File: src/rtl/riscv_32m_pkg.sv
// Shared constants for the RV32M issue controller: FSM state encoding and func3 opcodes.
package riscv_32m_pkg;

  localparam logic [1:0] ST_IDLE = 2'd0;
  localparam logic [1:0] ST_BUSY = 2'd1;
  localparam logic [1:0] ST_DONE = 2'd2;

  localparam logic [2:0] F3_MUL    = 3'b000;
  localparam logic [2:0] F3_MULH   = 3'b001;
  localparam logic [2:0] F3_MULHSU = 3'b010;
  localparam logic [2:0] F3_MULHU  = 3'b011;
  localparam logic [2:0] F3_DIV    = 3'b100;
  localparam logic [2:0] F3_DIVU   = 3'b101;
  localparam logic [2:0] F3_REM    = 3'b110;
  localparam logic [2:0] F3_REMU   = 3'b111;

  // func3[2] separates the divider family from the multiplier family.
  function automatic logic is_div_op(input logic [2:0] f3);
    return f3[2];
  endfunction

endpackage

File: src/rtl/riscv_32m_issue_ctrl.sv
// Issue/sequencing stage in front of the pipelined RV32M ALU: holds operands for the
// ALU latency, stalls the core, and hands the captured result to writeback.
module riscv_32m_issue_ctrl
  import riscv_32m_pkg::*;
#(
  parameter int DIV_STAGES = 1,
  parameter int MUL_STAGES = 0,
  parameter int CNT_W      = 4
) (
  input  logic        clock_i,
  input  logic        resetn_i,
  input  logic        req_valid_i,
  output logic        req_ready_o,
  input  logic [2:0]  func3_i,
  input  logic [31:0] src1_i,
  input  logic [31:0] src2_i,
  input  logic [4:0]  rd_i,
  input  logic        flush_i,
  output logic [31:0] alu_in0_o,
  output logic [31:0] alu_in1_o,
  output logic [2:0]  alu_func3_o,
  input  logic [31:0] alu_result_i,
  output logic        stall_o,
  output logic        wb_valid_o,
  input  logic        wb_ready_i,
  output logic [4:0]  wb_rd_o,
  output logic [31:0] wb_data_o,
  output logic [1:0]  dbg_state_o
);

  // Handshakes: a transfer happens on a rising edge where valid and ready are both high.
  // The upstream request must not depend on req_ready_o; the result stays stable while
  // wb_valid_o is high and wb_ready_i is low.

  logic [1:0]       state, state_nxt;
  logic [CNT_W-1:0] cnt;
  logic             accept;
  logic             cnt_zero;
  logic             capture;

  assign accept   = req_valid_i & req_ready_o;
  assign cnt_zero = (cnt == '0);
  // A flush in BUSY wins over the final capture cycle.
  assign capture  = (state == ST_BUSY) & ~flush_i & cnt_zero;

  always_ff @(posedge clock_i or negedge resetn_i) begin
    if (!resetn_i) state <= ST_IDLE;
    else           state <= state_nxt;
  end

  always_comb begin
    state_nxt = state;
    case (state)
      ST_IDLE: if (accept) state_nxt = ST_BUSY;
      ST_BUSY: begin
        if (flush_i)       state_nxt = ST_IDLE;
        else if (cnt_zero) state_nxt = (wb_rd_o != 5'd0) ? ST_DONE : ST_IDLE;
      end
      ST_DONE: if (wb_ready_i) state_nxt = ST_IDLE;
      default: state_nxt = ST_IDLE;
    endcase
  end

  always_comb begin
    req_ready_o = 1'b0;
    stall_o     = 1'b0;
    wb_valid_o  = 1'b0;
    dbg_state_o = state;
    case (state)
      ST_IDLE: req_ready_o = resetn_i & ~flush_i;
      ST_BUSY: stall_o     = 1'b1;
      ST_DONE: begin
        wb_valid_o = 1'b1;
        stall_o    = ~wb_ready_i;
      end
      default: ;
    endcase
  end

  // Operands, func3 and rd change only on accept so the ALU sees a consistent set.
  always_ff @(posedge clock_i or negedge resetn_i) begin
    if (!resetn_i) begin
      alu_in0_o   <= '0;
      alu_in1_o   <= '0;
      alu_func3_o <= '0;
      wb_rd_o     <= '0;
      cnt         <= '0;
      wb_data_o   <= '0;
    end else begin
      if (accept) begin
        alu_in0_o   <= src1_i;
        alu_in1_o   <= src2_i;
        alu_func3_o <= func3_i;
        wb_rd_o     <= rd_i;
        cnt         <= is_div_op(func3_i) ? CNT_W'(DIV_STAGES) : CNT_W'(MUL_STAGES);
      end else if ((state == ST_BUSY) && !cnt_zero) begin
        cnt <= cnt - 1'b1;
      end
      if (capture) wb_data_o <= alu_result_i;
    end
  end

endmodule

File: config.mk
export PLATFORM = sky130hd
export DESIGN_NAME = riscv_32m_issue_ctrl
export DESIGN_NICKNAME = d
export VERILOG_FILES = /design/src/rtl/riscv_32m_pkg.sv /design/src/rtl/riscv_32m_issue_ctrl.sv
export SDC_FILE = /design/constraint.sdc
export NUM_CORES = 1
export LEC_CHECK = 0
export BUFFER_PORTS_ARGS = -buffer_cell sky130_fd_sc_hd__buf_2
export CORE_UTILIZATION = 35
export CTS_CLUSTER_DIAMETER = 120
export CTS_CLUSTER_SIZE = 25
export DETAILED_ROUTE_END_ITERATION = 8
export PLACE_DENSITY = 0.62
export SYNTH_ARGS = -nofsm -noshare
export SYNTH_HDL_FRONTEND = slang
export SYNTH_SLANG_ARGS = --single-unit
export TNS_END_PERCENT = 20
File: constraint.sdc
create_clock -name clock_i -period 3.2 [get_ports clock_i]
set_clock_uncertainty 0.15 [all_clocks]
set_input_delay 0.32 -clock clock_i [delete_from_list [all_inputs] [get_ports clock_i]]
set_output_delay 0.32 -clock clock_i [all_outputs]
set_load 0.005 [all_outputs]
; Word level (Yosys, flattened, before mapping)
; Index checks and enable logic that the tools add are counted.
[word_totals]
reg_bits = 110
in_bits = 109
[op_classes]
n_addsub = 1
n_eq_ne = 5
mux = 12
bitwise = 6
n_reduce_logical = 7
[ops]
columns = op, count
row1 = 2-bit two-way mux, 5
row2 = 4-bit two-way mux, 2
row3 = 2-bit case mux with 3 select lines, 1
row4 = 5-bit nonzero test, 1
row5 = 1-bit bitwise AND, 4
row6 = 4-bit zero test, 1
row7 = "2-bit != test, second input constant", 2
row8 = "4-bit by 1-bit subtractor with 4-bit output, second input constant", 1
row9 = 1-bit two-way mux, 3
row10 = "3-bit != test, second input constant", 1
row11 = 3-bit AND reduction, 1
row12 = "2-bit by 1-bit equality test with 1-bit output, second input constant", 1
row13 = "2-bit equality test, second input constant", 1
row14 = 2-bit zero test, 1
row15 = 1-bit inverter, 2
row16 = 1-bit case mux with 2 select lines, 1
row17 = 2-bit nonzero test, 1
row18 = 1-bit logical AND, 1
row19 = 1-bit zero test, 1

; Depth between registers and ports, before layout
[depth]
depth_word = 6
ltp_mapped = 7
ltp_nobuf = 5

; Least setup slack after synthesis
; No wires, ideal clock.
[synth_path]
kind = register to register
from = register cnt[0]
to = register state[0], in the netlist dbg_state_o[0]
setup_ps = 128
arrival_ps = 1589
slack_ps = 1333
stages_incl_launch_ff = 6
path_buffers = 0
synth_period_minus_slack_ps = 1867
cell_sequence = dfrtp_1 inv_1 ha_1 or3b_4 a221oi_2 mux2_1
[synth_via]
elab_chain_cells = 3
[synth_lines]
columns = element, line_no
row1 = start: declaration, riscv_32m_issue_ctrl.sv:36  ; logic [CNT_W-1:0] cnt;
row2 = start signal: assignment, riscv_32m_issue_ctrl.sv:95  ; cnt <= is_div_op(func3_i) ? CNT_W'(DIV_STAGES) : CNT_W'(MUL_STAGES);
row3 = start signal: assignment, riscv_32m_issue_ctrl.sv:97  ; cnt <= cnt - 1'b1;
row4 = 4-bit zero test, riscv_32m_issue_ctrl.sv:42  ; assign cnt_zero = (cnt == '0);
row5 = 3-bit != test (no line), --
row6 = 3-bit AND reduction (no line), --
row7 = end signal: assignment, riscv_32m_issue_ctrl.sv:48  ; else state <= state_nxt;
row8 = end: declaration, riscv_32m_issue_ctrl.sv:35  ; logic [1:0] state, state_nxt;
; Every way passes these cells.
; A chain may end at the register's enable or synchronous reset.

==> impl_metrics.xml <==
<?xml version="1.0" encoding="UTF-8"?>
<metrics>
  <group name="timing">
    <metric name="fmax" unit="MHz">467</metric>
    <metric name="period_share" unit="%">67.0</metric>
    <metric name="worst_pin_slew" unit="ns">0.821</metric>
    <metric name="post-route-worst-setup-slack" unit="ns">1.06</metric>
    <metric name="worst_hold_slack" unit="ns">0.0199</metric>
    <metric name="setup_viol" unit="">0</metric>
    <metric name="timing.final.crit_period" unit="ns">2.14</metric>
    <metric name="maxSlewViolCount" unit="">0</metric>
    <metric name="grt_setup_unrepaired" unit="">no</metric>
    <metric name="total_negative_slack" unit="ns">0</metric>
    <metric name="timing.max_slew.rel_slack" unit="%">45.3</metric>
    <metric name="hold_violations" unit="">0</metric>
  </group>
  <group name="setup_path">
    <metric name="timing.critical_path.to_type" unit="">async pin</metric>
    <metric name="crit_fanout" unit="">66</metric>
    <metric name="worstSetupStartpointType" unit="">input pin</metric>
    <metric name="setup.worst_path.class" unit="">input pin to async pin</metric>
    <metric name="worst_ep_required_time" unit="ns">3.41</metric>
    <metric name="rr_worst_depth" unit="">6</metric>
    <metric name="critical_path_arrival" unit="ns">2.36</metric>
  </group>
  <group name="finish">
    <metric name="antenna_cells" unit="">0</metric>
    <metric name="final_cell_count_no_fill" unit="">782</metric>
    <metric name="fill_count" unit="">1174</metric>
    <metric name="fin_area" unit="um2">5820</metric>
    <metric name="nets" unit="">746</metric>
    <metric name="layout-area-overhead-vs-synth" unit="%">35.4</metric>
    <metric name="post-route-util" unit="%">48.5</metric>
    <metric name="drive_above_1_share" unit="%">37.5</metric>
  </group>
  <group name="clocking">
    <metric name="worst_setup_hold_path_clk_slew" unit="ns">0.07</metric>
    <metric name="clockRootBuffer" unit="">sky130_fd_sc_hd__clkbuf_16</metric>
    <metric name="post-cts-setup-buffer-count" unit="">0</metric>
    <metric name="clock_latency" unit="ns">0.33</metric>
    <metric name="clock_sink_count" unit="">110</metric>
    <metric name="ctsResizeCount" unit="">0</metric>
    <metric name="max-clock-path-buffers" unit="">2</metric>
    <metric name="tritoncts" unit="">yes</metric>
    <metric name="numCtsBuffers" unit="">9</metric>
    <metric name="hold_buffers" unit="">1</metric>
    <metric name="htree_num_levels" unit="">3</metric>
  </group>
  <group name="outcome">
    <metric name="run_status" unit="">finished, final reports clean</metric>
  </group>
  <group name="global_routing">
    <metric name="grt_first_pass_wirelength" unit="um">16700</metric>
    <metric name="vias_in_the_first_global_route" unit="">3460</metric>
    <metric name="grt_remaining_overflow" unit="">0</metric>
    <metric name="grt_max_degree" unit="">67</metric>
    <metric name="grt_usage" unit="%">16.6</metric>
    <metric name="grt_antenna_before_repair" unit="">0</metric>
  </group>
  <group name="floorplan">
    <metric name="dieArea" unit="um2">12700</metric>
    <metric name="start_util" unit="%">35.8</metric>
    <metric name="die_h" unit="um">113</metric>
    <metric name="core.rowCount" unit="">40</metric>
    <metric name="core" unit="um2">12000</metric>
    <metric name="die_w" unit="um">113</metric>
    <metric name="io-pin-count" unit="">218</metric>
  </group>
  <group name="place">
    <metric name="dpl.hpwl" unit="um">7310</metric>
    <metric name="pre_cts_ws" unit="ns">1.12</metric>
    <metric name="detailed_place.area" unit="um2">5550</metric>
    <metric name="io_buffers" unit="">217</metric>
    <metric name="gp_congestion" unit="">0.751</metric>
    <metric name="numPlacedInstances" unit="">767</metric>
  </group>
  <group name="pwr">
    <metric name="peakVddDrop" unit="mV">0.350</metric>
    <metric name="fraction_of_power_consumed_by_sequential_logic" unit="%">46.9</metric>
    <metric name="finalPower" unit="mW">5.19</metric>
    <metric name="cellPowerDensity" unit="nW/um2">891</metric>
    <metric name="total_leakage_power" unit="nW">3.33</metric>
    <metric name="power.internal" unit="mW">3.51</metric>
    <metric name="switchingPower" unit="mW">1.67</metric>
    <metric name="share_comb_of_total_power" unit="%">33.8</metric>
    <metric name="clock_power_share" unit="%">19.3</metric>
    <metric name="switching_fraction_of_total_power" unit="%">32.3</metric>
  </group>
  <group name="min_path">
    <metric name="hp-class" unit="">input pin to flop</metric>
    <metric name="worst_hold_path.num_cells" unit="">3</metric>
  </group>
  <group name="synthesis">
    <metric name="synth.largest_area_cell" unit="">sky130_fd_sc_hd__dfrtp_1</metric>
    <metric name="avgSynthCellArea" unit="um2">10.3</metric>
    <metric name="netlist_instances" unit="">416</metric>
    <metric name="synthesis.area" unit="um2">4300</metric>
    <metric name="yosys_warn_count" unit="">0</metric>
    <metric name="synthDistinctLibCells" unit="">28</metric>
    <metric name="synthesis.nets" unit="">530</metric>
    <metric name="cells_taking_the_most_area_after_synthesis" unit="">sky130_fd_sc_hd__dfrtp_1 64%, sky130_fd_sc_hd__nand2_1 19%, sky130_fd_sc_hd__mux2_1 8.6%</metric>
    <metric name="ys_seq_elements" unit="">110</metric>
    <metric name="synth_top_area_share" unit="%">64.0</metric>
    <metric name="seq_area_frac_synth" unit="%">64.0</metric>
  </group>
  <group name="routing">
    <metric name="routed-wl-met2" unit="um">4880</metric>
    <metric name="m1WireLength" unit="um">4340</metric>
    <metric name="post-route-drc-count" unit="">0</metric>
    <metric name="routed-via-count" unit="">3544</metric>
    <metric name="detail_route.wirelength" unit="um">10100</metric>
    <metric name="drc_marker_count_from_the_first_detailed_route_iteration" unit="">117</metric>
    <metric name="avgRoutedWirePerCell" unit="um">12.9</metric>
    <metric name="dr_wl_met3" unit="um">712</metric>
    <metric name="firstDrtPassIters" unit="">4</metric>
    <metric name="detail_route.vias_per_cell" unit="">4.53</metric>
    <metric name="postRouteAntennaNets" unit="">0</metric>
    <metric name="top_layer_used" unit="">met4</metric>
  </group>
  <group name="run">
    <metric name="cap_viol_max_count" unit="">0</metric>
  </group>
</metrics>
[worst max-delay path, cell delays in order]
cell	delay [ns]
sky130_fd_sc_hd__dlygate4sd3_1	0.55
sky130_fd_sc_hd__buf_4	0.29
sky130_fd_sc_hd__buf_4	0.42
sky130_fd_sc_hd__buf_4	0.71
[metal layers]
layer	vias up	GRT usage (%)
met2	136	28.3
met1	1656	20.0
met3	11	5.14
li1	1741	-
met5	-	0
met4	0	5.33
[flip-flops by register name, indices dropped and copies added (netlist names)]
name	flops
dbg_state_o	2
alu_in0_o	32
alu_in1_o	32
alu_func3_o	3
wb_rd_o	5
cnt	4
wb_data_o	32
[path summary, 6_finish.rpt]
kind / start / to / slack [ns]
min: src1_i[27] / alu_in0_o[27]$_DFFE_PN0N_ / 0.02
max reg2reg: dbg_state_o[1]$_DFFE_PN0P_ / alu_in0_o[2]$_DFFE_PN0N_ / 1.14
min in group asynchronous: resetn_i / wb_rd_o[3]$_DFFE_PN0N_ / 0.29
max in group clock_i: resetn_i / alu_in0_o[2]$_DFFE_PN0N_ / 1.06
min reg2reg: alu_in1_o[25]$_DFFE_PN0N_ / alu_in1_o[25]$_DFFE_PN0N_ / 0.32
max: resetn_i / alu_in1_o[4]$_DFFE_PN0N_ / 1.06
[cells by family (layout without fill, tap and decap cells)]
group / after synthesis / after routing / synth area share [%]
and+or+nand+nor: 231 / 231 / 21.6
adders and majority gates: 5 / 5 / 1.46
AOI/OAI and AO/OA: 12 / 12 / 1.98
DFF: 110 / 110 / 64.0
buffers and inverters: 25 / 244 / 2.33
muxes: 33 / 33 / 8.64
[cells in the mapped netlist]
cell type and count:
sky130_fd_sc_hd__or3b_4 1, sky130_fd_sc_hd__mux2_1 33, sky130_fd_sc_hd__buf_2 5, sky130_fd_sc_hd__inv_1 6, sky130_fd_sc_hd__clkbuf_1 12, sky130_fd_sc_hd__buf_1 2
sky130_fd_sc_hd__a311oi_1 1, sky130_fd_sc_hd__and4b_1 1, sky130_fd_sc_hd__and3b_1 1, sky130_fd_sc_hd__or4_1 3, sky130_fd_sc_hd__nand4b_1 1, sky130_fd_sc_hd__nor3b_2 1
sky130_fd_sc_hd__nand3b_1 1, sky130_fd_sc_hd__a221oi_2 1, sky130_fd_sc_hd__nand2_1 217, sky130_fd_sc_hd__o21ai_0 2, sky130_fd_sc_hd__a21o_1 1, sky130_fd_sc_hd__nand4_1 1
sky130_fd_sc_hd__ha_1 5, sky130_fd_sc_hd__and2b_1 1, sky130_fd_sc_hd__a21oi_1 3, sky130_fd_sc_hd__dfrtp_1 110, sky130_fd_sc_hd__o21a_1 1, sky130_fd_sc_hd__o211ai_1 2
sky130_fd_sc_hd__or3_1 1, sky130_fd_sc_hd__nor2b_1 1, sky130_fd_sc_hd__nand3_1 1, sky130_fd_sc_hd__o22ai_1 1
[placed cells by master (no fill, tap or decap), types with 2 or more instances in the layout]
cell type	count
sky130_fd_sc_hd__clkbuf_1	3
sky130_fd_sc_hd__clkbuf_16	9
sky130_fd_sc_hd__or4_1	3
sky130_fd_sc_hd__buf_2	216
sky130_fd_sc_hd__buf_4	6
sky130_fd_sc_hd__inv_1	6
sky130_fd_sc_hd__o211ai_1	2
sky130_fd_sc_hd__ha_1	5
sky130_fd_sc_hd__mux2_1	33
sky130_fd_sc_hd__dfrtp_1	110
sky130_fd_sc_hd__a21oi_1	3
sky130_fd_sc_hd__nand2_1	217
sky130_fd_sc_hd__o21ai_0	2
[power by group through the flow]
stage	registers [mW]	clock network, mW	logic, mW
finish	2.43	0.999	1.75
global route	2.53	1.10	2.02
CTS	2.45	1.04	1.80
detailed placement	2.46	0	1.80
global placement	2.43	0	1.75
floorplan	2.51	0	0.754
[cell type report]
class	instances	area, um2	area share [%]
sequential	110	2750	47.3
multi-input combinational	281	1450	24.9
timing repair buffer	224	1160	19.9
clock buffer	13	250	4.30
tap	147	184	3.16
inverter	6	22.5	0.387
clock inverter	1	7.51	0.129
Note: power is estimated with default switching activity, not from simulation.
